==> src/rtl/sp_fifo_ctrl.sv <==
// FIFO controller over a single-port SRAM with a registered head and an
// empty-FIFO fall-through bypass; reads always win the shared port.
module sp_fifo_ctrl #(
   parameter int DATA_WIDTH = 32,
   parameter int DEPTH      = 16,
   parameter int ADDR_WIDTH = $clog2(DEPTH)
) (
   input  logic                  clk,
   input  logic                  rst_ni,
   input  logic                  push_valid_i,
   input  logic [DATA_WIDTH-1:0] push_data_i,
   output logic                  push_ready_o,
   output logic                  pop_valid_o,
   output logic [DATA_WIDTH-1:0] pop_data_o,
   input  logic                  pop_ready_i,
   output logic [ADDR_WIDTH-1:0] sram_addr_o,
   output logic [DATA_WIDTH-1:0] sram_wdata_o,
   output logic                  sram_we_o,
   input  logic [DATA_WIDTH-1:0] sram_rdata_i,
   output logic [ADDR_WIDTH:0]   count_o,
   output logic                  full_o,
   output logic                  empty_o
);

   localparam logic [ADDR_WIDTH:0]   DEPTH_C = (ADDR_WIDTH+1)'(DEPTH);
   localparam logic [ADDR_WIDTH-1:0] LAST_C  = ADDR_WIDTH'(DEPTH - 1);

   logic [ADDR_WIDTH-1:0] wr_ptr_q, wr_ptr_d;
   logic [ADDR_WIDTH-1:0] rd_ptr_q, rd_ptr_d;
   logic [ADDR_WIDTH:0]   mem_cnt_q, mem_cnt_d;
   logic                  rd_pend_q, rd_pend_d;
   logic                  out_valid_q, out_valid_d;
   logic [DATA_WIDTH-1:0] out_data_q, out_data_d;

   logic pop_fire, slot_free, rd_grant, byp_ok, push_fire, wr_en, byp_load;

   assign pop_fire  = out_valid_q && pop_ready_i;
   assign slot_free = !out_valid_q || pop_fire;
   assign rd_grant  = (mem_cnt_q != '0) && !rd_pend_q && slot_free;
   assign byp_ok    = (mem_cnt_q == '0) && !rd_pend_q && slot_free;

   // Combinational on pop_ready_i: a pop this cycle can free the slot for a bypass.
   assign push_ready_o = byp_ok || (!rd_grant && (mem_cnt_q < DEPTH_C));
   assign push_fire    = push_valid_i && push_ready_o;
   assign wr_en        = push_fire && !byp_ok;
   assign byp_load     = push_fire && byp_ok;

   assign sram_we_o    = wr_en;
   assign sram_addr_o  = wr_en ? wr_ptr_q : rd_ptr_q;
   assign sram_wdata_o = push_data_i;

   assign pop_valid_o = out_valid_q;
   assign pop_data_o  = out_data_q;
   assign count_o     = mem_cnt_q + {{ADDR_WIDTH{1'b0}}, rd_pend_q}
                                  + {{ADDR_WIDTH{1'b0}}, out_valid_q};
   assign full_o      = (mem_cnt_q == DEPTH_C);
   assign empty_o     = (count_o == '0);

   always_comb begin
      // NOTE: every _d gets its hold value first so no path leaves it unassigned (no latch).
      wr_ptr_d    = wr_ptr_q;
      rd_ptr_d    = rd_ptr_q;
      mem_cnt_d   = mem_cnt_q;
      rd_pend_d   = rd_grant;
      out_valid_d = out_valid_q;
      out_data_d  = out_data_q;

      if (rd_grant) begin
         rd_ptr_d  = (rd_ptr_q == LAST_C) ? '0 : rd_ptr_q + 1'b1;
         mem_cnt_d = mem_cnt_q - 1'b1;
      end else if (wr_en) begin
         wr_ptr_d  = (wr_ptr_q == LAST_C) ? '0 : wr_ptr_q + 1'b1;
         mem_cnt_d = mem_cnt_q + 1'b1;
      end

      // A pending read implies the slot was freed when it was issued.
      if (rd_pend_q) begin
         out_data_d  = sram_rdata_i;
         out_valid_d = 1'b1;
      end else if (byp_load) begin
         out_data_d  = push_data_i;
         out_valid_d = 1'b1;
      end else if (pop_fire) begin
         out_valid_d = 1'b0;
      end
   end

   // NOTE: state registers use non-blocking assignments so all flops update together.
   always_ff @(posedge clk or negedge rst_ni) begin
      if (!rst_ni) begin
         wr_ptr_q    <= '0;
         rd_ptr_q    <= '0;
         mem_cnt_q   <= '0;
         rd_pend_q   <= 1'b0;
         out_valid_q <= 1'b0;
         out_data_q  <= '0;
      end else begin
         wr_ptr_q    <= wr_ptr_d;
         rd_ptr_q    <= rd_ptr_d;
         mem_cnt_q   <= mem_cnt_d;
         rd_pend_q   <= rd_pend_d;
         out_valid_q <= out_valid_d;
         out_data_q  <= out_data_d;
      end
   end

endmodule

==> config.mk <==
export PLATFORM = sky130hd
export DESIGN_NAME = sp_fifo_ctrl
export DESIGN_NICKNAME = d
export VERILOG_FILES = /design/src/rtl/sp_fifo_ctrl.sv
export SDC_FILE = /design/constraint.sdc
export NUM_CORES = 1
export LEC_CHECK = 0
export CORE_MARGIN = 2
export CORE_UTILIZATION = 39
export DETAILED_ROUTE_END_ITERATION = 10
export GPL_TIMING_DRIVEN = 1
export HOLD_SLACK_MARGIN = 0.05
export PLACE_DENSITY = 0.81
export SLEW_MARGIN = 25
export SYNTH_ARGS = -nofsm -noshare
export SYNTH_HDL_FRONTEND = slang
export SYNTH_SLANG_ARGS = --single-unit
==> constraint.sdc <==
create_clock -name clk -period 3 [get_ports clk]
set_clock_uncertainty 0.1 [all_clocks]
set_input_delay 0.45 -clock clk [delete_from_list [all_inputs] [get_ports clk]]
set_output_delay 0.45 -clock clk [all_outputs]
set_load 0.05 [all_outputs]
## Word level (Yosys, flattened, before mapping)

Cells that the tools add are included.

- Output and inout bits: 78
- Input port bits: 68
- Flip-flop bits (word level): 47
- Word-level logic and storage cells: 49

- Equality and inequality tests: 3
- Bitwise gates (word level): 1
- Mux-type cells: 10
- Reduce and logical (&&, ||, !) cells: 22
- Add/subtract/negate cells: 6
- $lt $le $gt $ge: 1

Operators by type and width:

| operator | number |
|---|---|
| 2-to-1 mux 32 bit | 2 |
| 2-to-1 mux 4 bit | 3 |
| adder 5 x 1 -> 5 bit | 2 |
| logical NOT 5 bit | 2 |
| 2-to-1 mux 5 bit | 2 |
| logical AND 1 bit | 9 |
| adder 4 x 1 -> 4 bit (second input constant) | 2 |
| == test 4 bit (second input constant) | 2 |
| adder 5 x 1 -> 5 bit (second input constant) | 1 |
| == test 5 bit (second input constant) | 1 |
| < comparator 5 bit (second input constant) | 1 |
| nonzero test 5 bit | 1 |
| subtractor 5 x 1 -> 5 bit (second input constant) | 1 |
| logical NOT 1 bit | 4 |
| nonzero test 2 bit | 2 |
| 2-to-1 mux 1 bit | 3 |
| nonzero test 3 bit | 1 |
| logical OR 1 bit | 2 |
| AND reduction 2 bit | 1 |
| inverter 1 bit | 1 |

## Longest topological paths before layout

- Depth in word-level cells: 10
- Mapped depth: 9
- Mapped depth without buffers: 8

## Worst setup path before layout

OpenSTA, ideal clock, no wires.

- Kind: register -> output
- From: register out_valid_q, in the netlist pop_valid_o
- To: output empty_o
- Path slack: -1.253 ns
- Required time: 2.450 ns
- Path buffers: 0
- Cell stages (with the launch flop): 9
- Arrival: 3.703 ns
- Cell sequence: dfrtp_1 -> inv_1 -> fa_1 -> inv_1 -> ha_1 -> nand3_1 -> xnor2_1 -> nor2_1 -> nor4b_1

- Word-level cells in the longest chain between the ends: 2

RTL lines:

| element | line | text |
|---|---|---|
| start, declared | 32 | `logic out_valid_q, out_valid_d;` |
| start signal, assigned | 102 | `out_valid_q <= out_valid_d;` |
| adder 5 x 1 -> 5 bit | 55 | `+ {{ADDR_WIDTH{1'b0}}, out_valid_q};` |
| named net count_o[4] | 20 | `output logic [ADDR_WIDTH:0] count_o,` |
| logical NOT 5 bit | 57 | `assign empty_o = (count_o == '0);` |
| end, declared | 22 | `output logic empty_o` |

The timed path passes the listed nets, and every way through them passes these cells.

## Final worst setup path

- From: register mem_cnt_q[3]
- To: output sram_addr_o[2]

- Word-level cells in the longest chain between the ends: 9
- Elaborated cells between the ends (all ways): 14
- Those cells by class: 1 x order compare; 1 x mux; 12 x reduce/logical

RTL lines:

| element | line | text |
|---|---|---|
| start, declared | 30 | `logic [ADDR_WIDTH:0] mem_cnt_q, mem_cnt_d;` |
| start signal, assigned | 100 | `mem_cnt_q <= mem_cnt_d;` |
| parallel branches: the longest is 7 deep, another holds < comparator 5 bit | - |  |
| logical AND 1 bit (*) | 45 | `assign wr_en = push_fire && !byp_ok;` |
| 2-to-1 mux 4 bit (*) | 49 | `assign sram_addr_o = wr_en ? wr_ptr_q : rd_ptr_q;` |
| end, declared | 16 | `output logic [ADDR_WIDTH-1:0] sram_addr_o,` |

Mark *: on every way between the ends.

==> flow_summary_export.csv <==
group,metric,value,unit
outcome,status,"finished, final reports clean",
global_route,grt_max_degree,41,
synth,synth.top_cell.area_share,43.70,%
timing,fmax,346.9,MHz
clock_tree,cts_buffer_depth,2,
synth,synth_edf_count,0,
clock_tree,cts_root_buf,"clkbuf_8",
synth,async_flop_share,100.0,%
global_route,first_global_vias,2313,
global_route,track_usage,18.11,%
final_layout,fin_nets,459,
timing,hold_slack,0.3873,ns
placement,port_buffers,145,
floorplan,die-area,7581,um2
synth,synth-seq-cells,47,
routing,drt_iter0_markers,97,
timing,maxSlewViolCount,0,
power,p_int,2.858,mW
worst_hold_path,hold_depth,2,
final_layout,area_growth,58.95,%
floorplan,coreArea,6719,um2
worst_setup_path,critical_path.max_stage_delay,0.54,ns
routing,wl,6635,um
routing,vias_per_cell,4.908,
final_layout,post-route-util,63.67,%
clock_tree,cts_num_sinks,47,
global_route,antenna_found_initial,0,
worst_setup_path,rr_worst_depth,9,
timing,period_share,96.08,%
worst_setup_path,endpoint_kind,"output port",
clock_tree,htree_levels,2,
power,p_sw,2.867,mW
timing,tightest_slew,0.5429,ns
synth,synth_area,2691,um2
clock_tree,cts_tree,"done",
synth,yosys_warnings,0,
power,p_per_area,1338,nW/um2
worst_setup_path,critPathLaunchType,"flip-flop",
floorplan,boundaryPins,146,
routing,ant_nets,0,
routing,vias,2287,
timing,final_hold_viol_count,0,
final_layout,drive_gt1_share,13.99,%
floorplan,row_count,30,
final_layout,n_antenna_cell,0,
routing,dr.pass1.iters,4,
power,leakagePower,1.829,nW
synth,avgSynthCellArea,10.08,um2
synth,syn_inst,267,
worst_hold_path,hp-class,"flip-flop to flip-flop",
placement,gp_congestion,0.8035,
timing,max_slew_margin,63.70,%
synth,synth_nets,341,
worst_setup_path,crit_type,"flip-flop to output port",
worst_setup_path,arrival,2.33,ns
power,ir_drop,594.2,uV
floorplan,fp.dieH,87.07,um
global_route,overflow,0,
power,pwr-share-seq,21.2,%
timing,finalSetupTns,0,ns
worst_setup_path,slowest_stage,"or4_4",
synth,yosysSeqAreaShare,43.70,%
synth,netlist-cell-type-count,40,
synth,ys.flop_type,"dfrtp_1",
worst_setup_path,required,2.45,ns
synth,synth_top_area_cell,"dfrtp_1",
power,p_clk_share,8.3,%
routing,wl_per_cell,14.24,um
timing,rsz0062_at_grt,"no",
global_route,grt_pass1_wl,10770,um
routing,drc,0,
floorplan,initial_core_util,40.06,%
synth,netlist_top_cells_area,"dfrtp_1 (44%), mux2i_1 (12%), buf_4 (8.9%)",
power,p_total,5.725,mW
power,p_comb_share,70.5,%
clock_tree,clk_latency,0.29,ns
timing,min_period,2.882,ns
clock_tree,path_clk_slew,0.09,ns
run,cap_violations,0,
placement,dp_hpwl,5365,um
floorplan,die_w,87.07,um
power,sw_frac_of_total,50.07,%
worst_setup_path,worstPathCellList,"or4_4 > o211ai_4 > ha_1 > nand3_2 > mux2_2 > buf_12",
synth,yosysMostFrequentCell,"dfrtp_1",
final_layout,fill_cells,568,
worst_setup_path,crit_fanout,6,
synth,synth_commonest_cells,"dfrtp_1 (47), nand2_1 (44), buf_4 (32), mux2i_1 (32), o21ai_1 (28)",
clock_tree,numCtsBuffers,5,
timing,setup_viol,0,
[power by group through the flow]
stage | clock [mW] | combinational (mW) | sequential [mW]
5_1_grt | 0.520 | 4.30 | 1.26
4_1_cts | 0.492 | 4.05 | 1.22
6_report | 0.478 | 4.03 | 1.21
2_1_floorplan | 0 | 1.88 | 1.94
3_5_place_dp | 0 | 4.04 | 1.23
3_3_place_gp | 0 | 3.97 | 1.21
[placed cells by master, fill, tap and decap left out, drive strengths merged, types with 2 or more instances in the layout]
| master | instances |
|---|---|
| clkdlybuf4s50 | 132 |
| dfrtp | 47 |
| nand2 | 44 |
| o21ai | 38 |
| mux2i | 32 |
| buf | 22 |
| inv | 8 |
| xnor2 | 7 |
| mux2 | 7 |
| clkbuf | 6 |
| a21oi | 6 |
| ha | 5 |
| nor2 | 5 |
| nand3 | 4 |
| nand2b | 2 |
| nand4 | 2 |
| or4 | 2 |
| a31oi | 2 |
[cell type report]
class / count / area (um2) / area share, %
clock buffers: 6 / 82.58 / 1.930
clock inverters: 2 / 35.03 / 0.8190
inverters: 8 / 32.53 / 0.7605
multi-input cells: 168 / 1202 / 28.11
flip-flops and latches: 47 / 1181 / 27.61
well taps: 80 / 100.1 / 2.340
repair buffers: 155 / 1644 / 38.43
[per-stage QoR]
stage                     std cells  cell area (um2)  setup WS [ns]
after global routing            466             4278       0.004429
after floorplan                 267             2715       0.007050
final                           466             4278         0.1177
after detailed placement        455             4128         0.2119
after global placement          455             4128         0.2329
after CTS                       464             4260        0.05571
[metal layers]
metal	GRT usage (%)	share of wire, %
met5	0	0
met4	2.699	0.39
met3	5.877	7.6
met2	31.37	52
met1	22.50	40
[final timing paths]
kind	slack [ns]	end	start
hold / removal	0.39	pop_data_o[16]	pop_data_o[16]
max in group asynchronous	1.54	pop_data_o[30]	rst_ni
setup reg to reg	0.31	mem_cnt_q[4]	mem_cnt_q[3]
hold reg to reg	0.39	pop_data_o[16]	pop_data_o[16]
setup / recovery	0.12	sram_addr_o[2]	mem_cnt_q[3]
min in group asynchronous	0.55	rd_ptr_q[0]	rst_ni
[logic make-up (layout without fill, tap and decap cells)]
kind of cell               count (synthesis)  count (layout)  synth area share, %
AOI/OAI and AO/OA                         51              51                11.30
xor gates and xnor gates                   8               8                2.604
adders and majority gates                  6               6                3.068
buffers and inverters                     52             171                13.20
DFF                                       47              47                43.70
muxes                                     39              39                14.97
and+or+nand+nor                           64              64                11.16
[critical path, delay by kind of cell (launching register included)]
kind,cells,cell delay [ns]
adders and majority gates,1,0.22
muxes,1,0.34
DFF,1,0.46
AOI/OAI and AO/OA,1,0.18
and+or+nand+nor,2,0.68
buffers and inverters,1,0.15
[state kept, by name, indices dropped and copies added (netlist names)]
name / count
pop_valid_o: 1
rd_pend_q: 1
mem_cnt_q: 5
wr_ptr_q: 4
rd_ptr_q: 4
pop_data_o: 32
[repair_timing]
action / in CTS / in global routing
hold endpoints to repair: 21 / 0
hold buffers: 1 / 0
buffers inserted: 0 / 2
endpoints found under the setup margin: 1 / 5
resized for setup: 1 / 2
(Power assumes the default switching activity.)
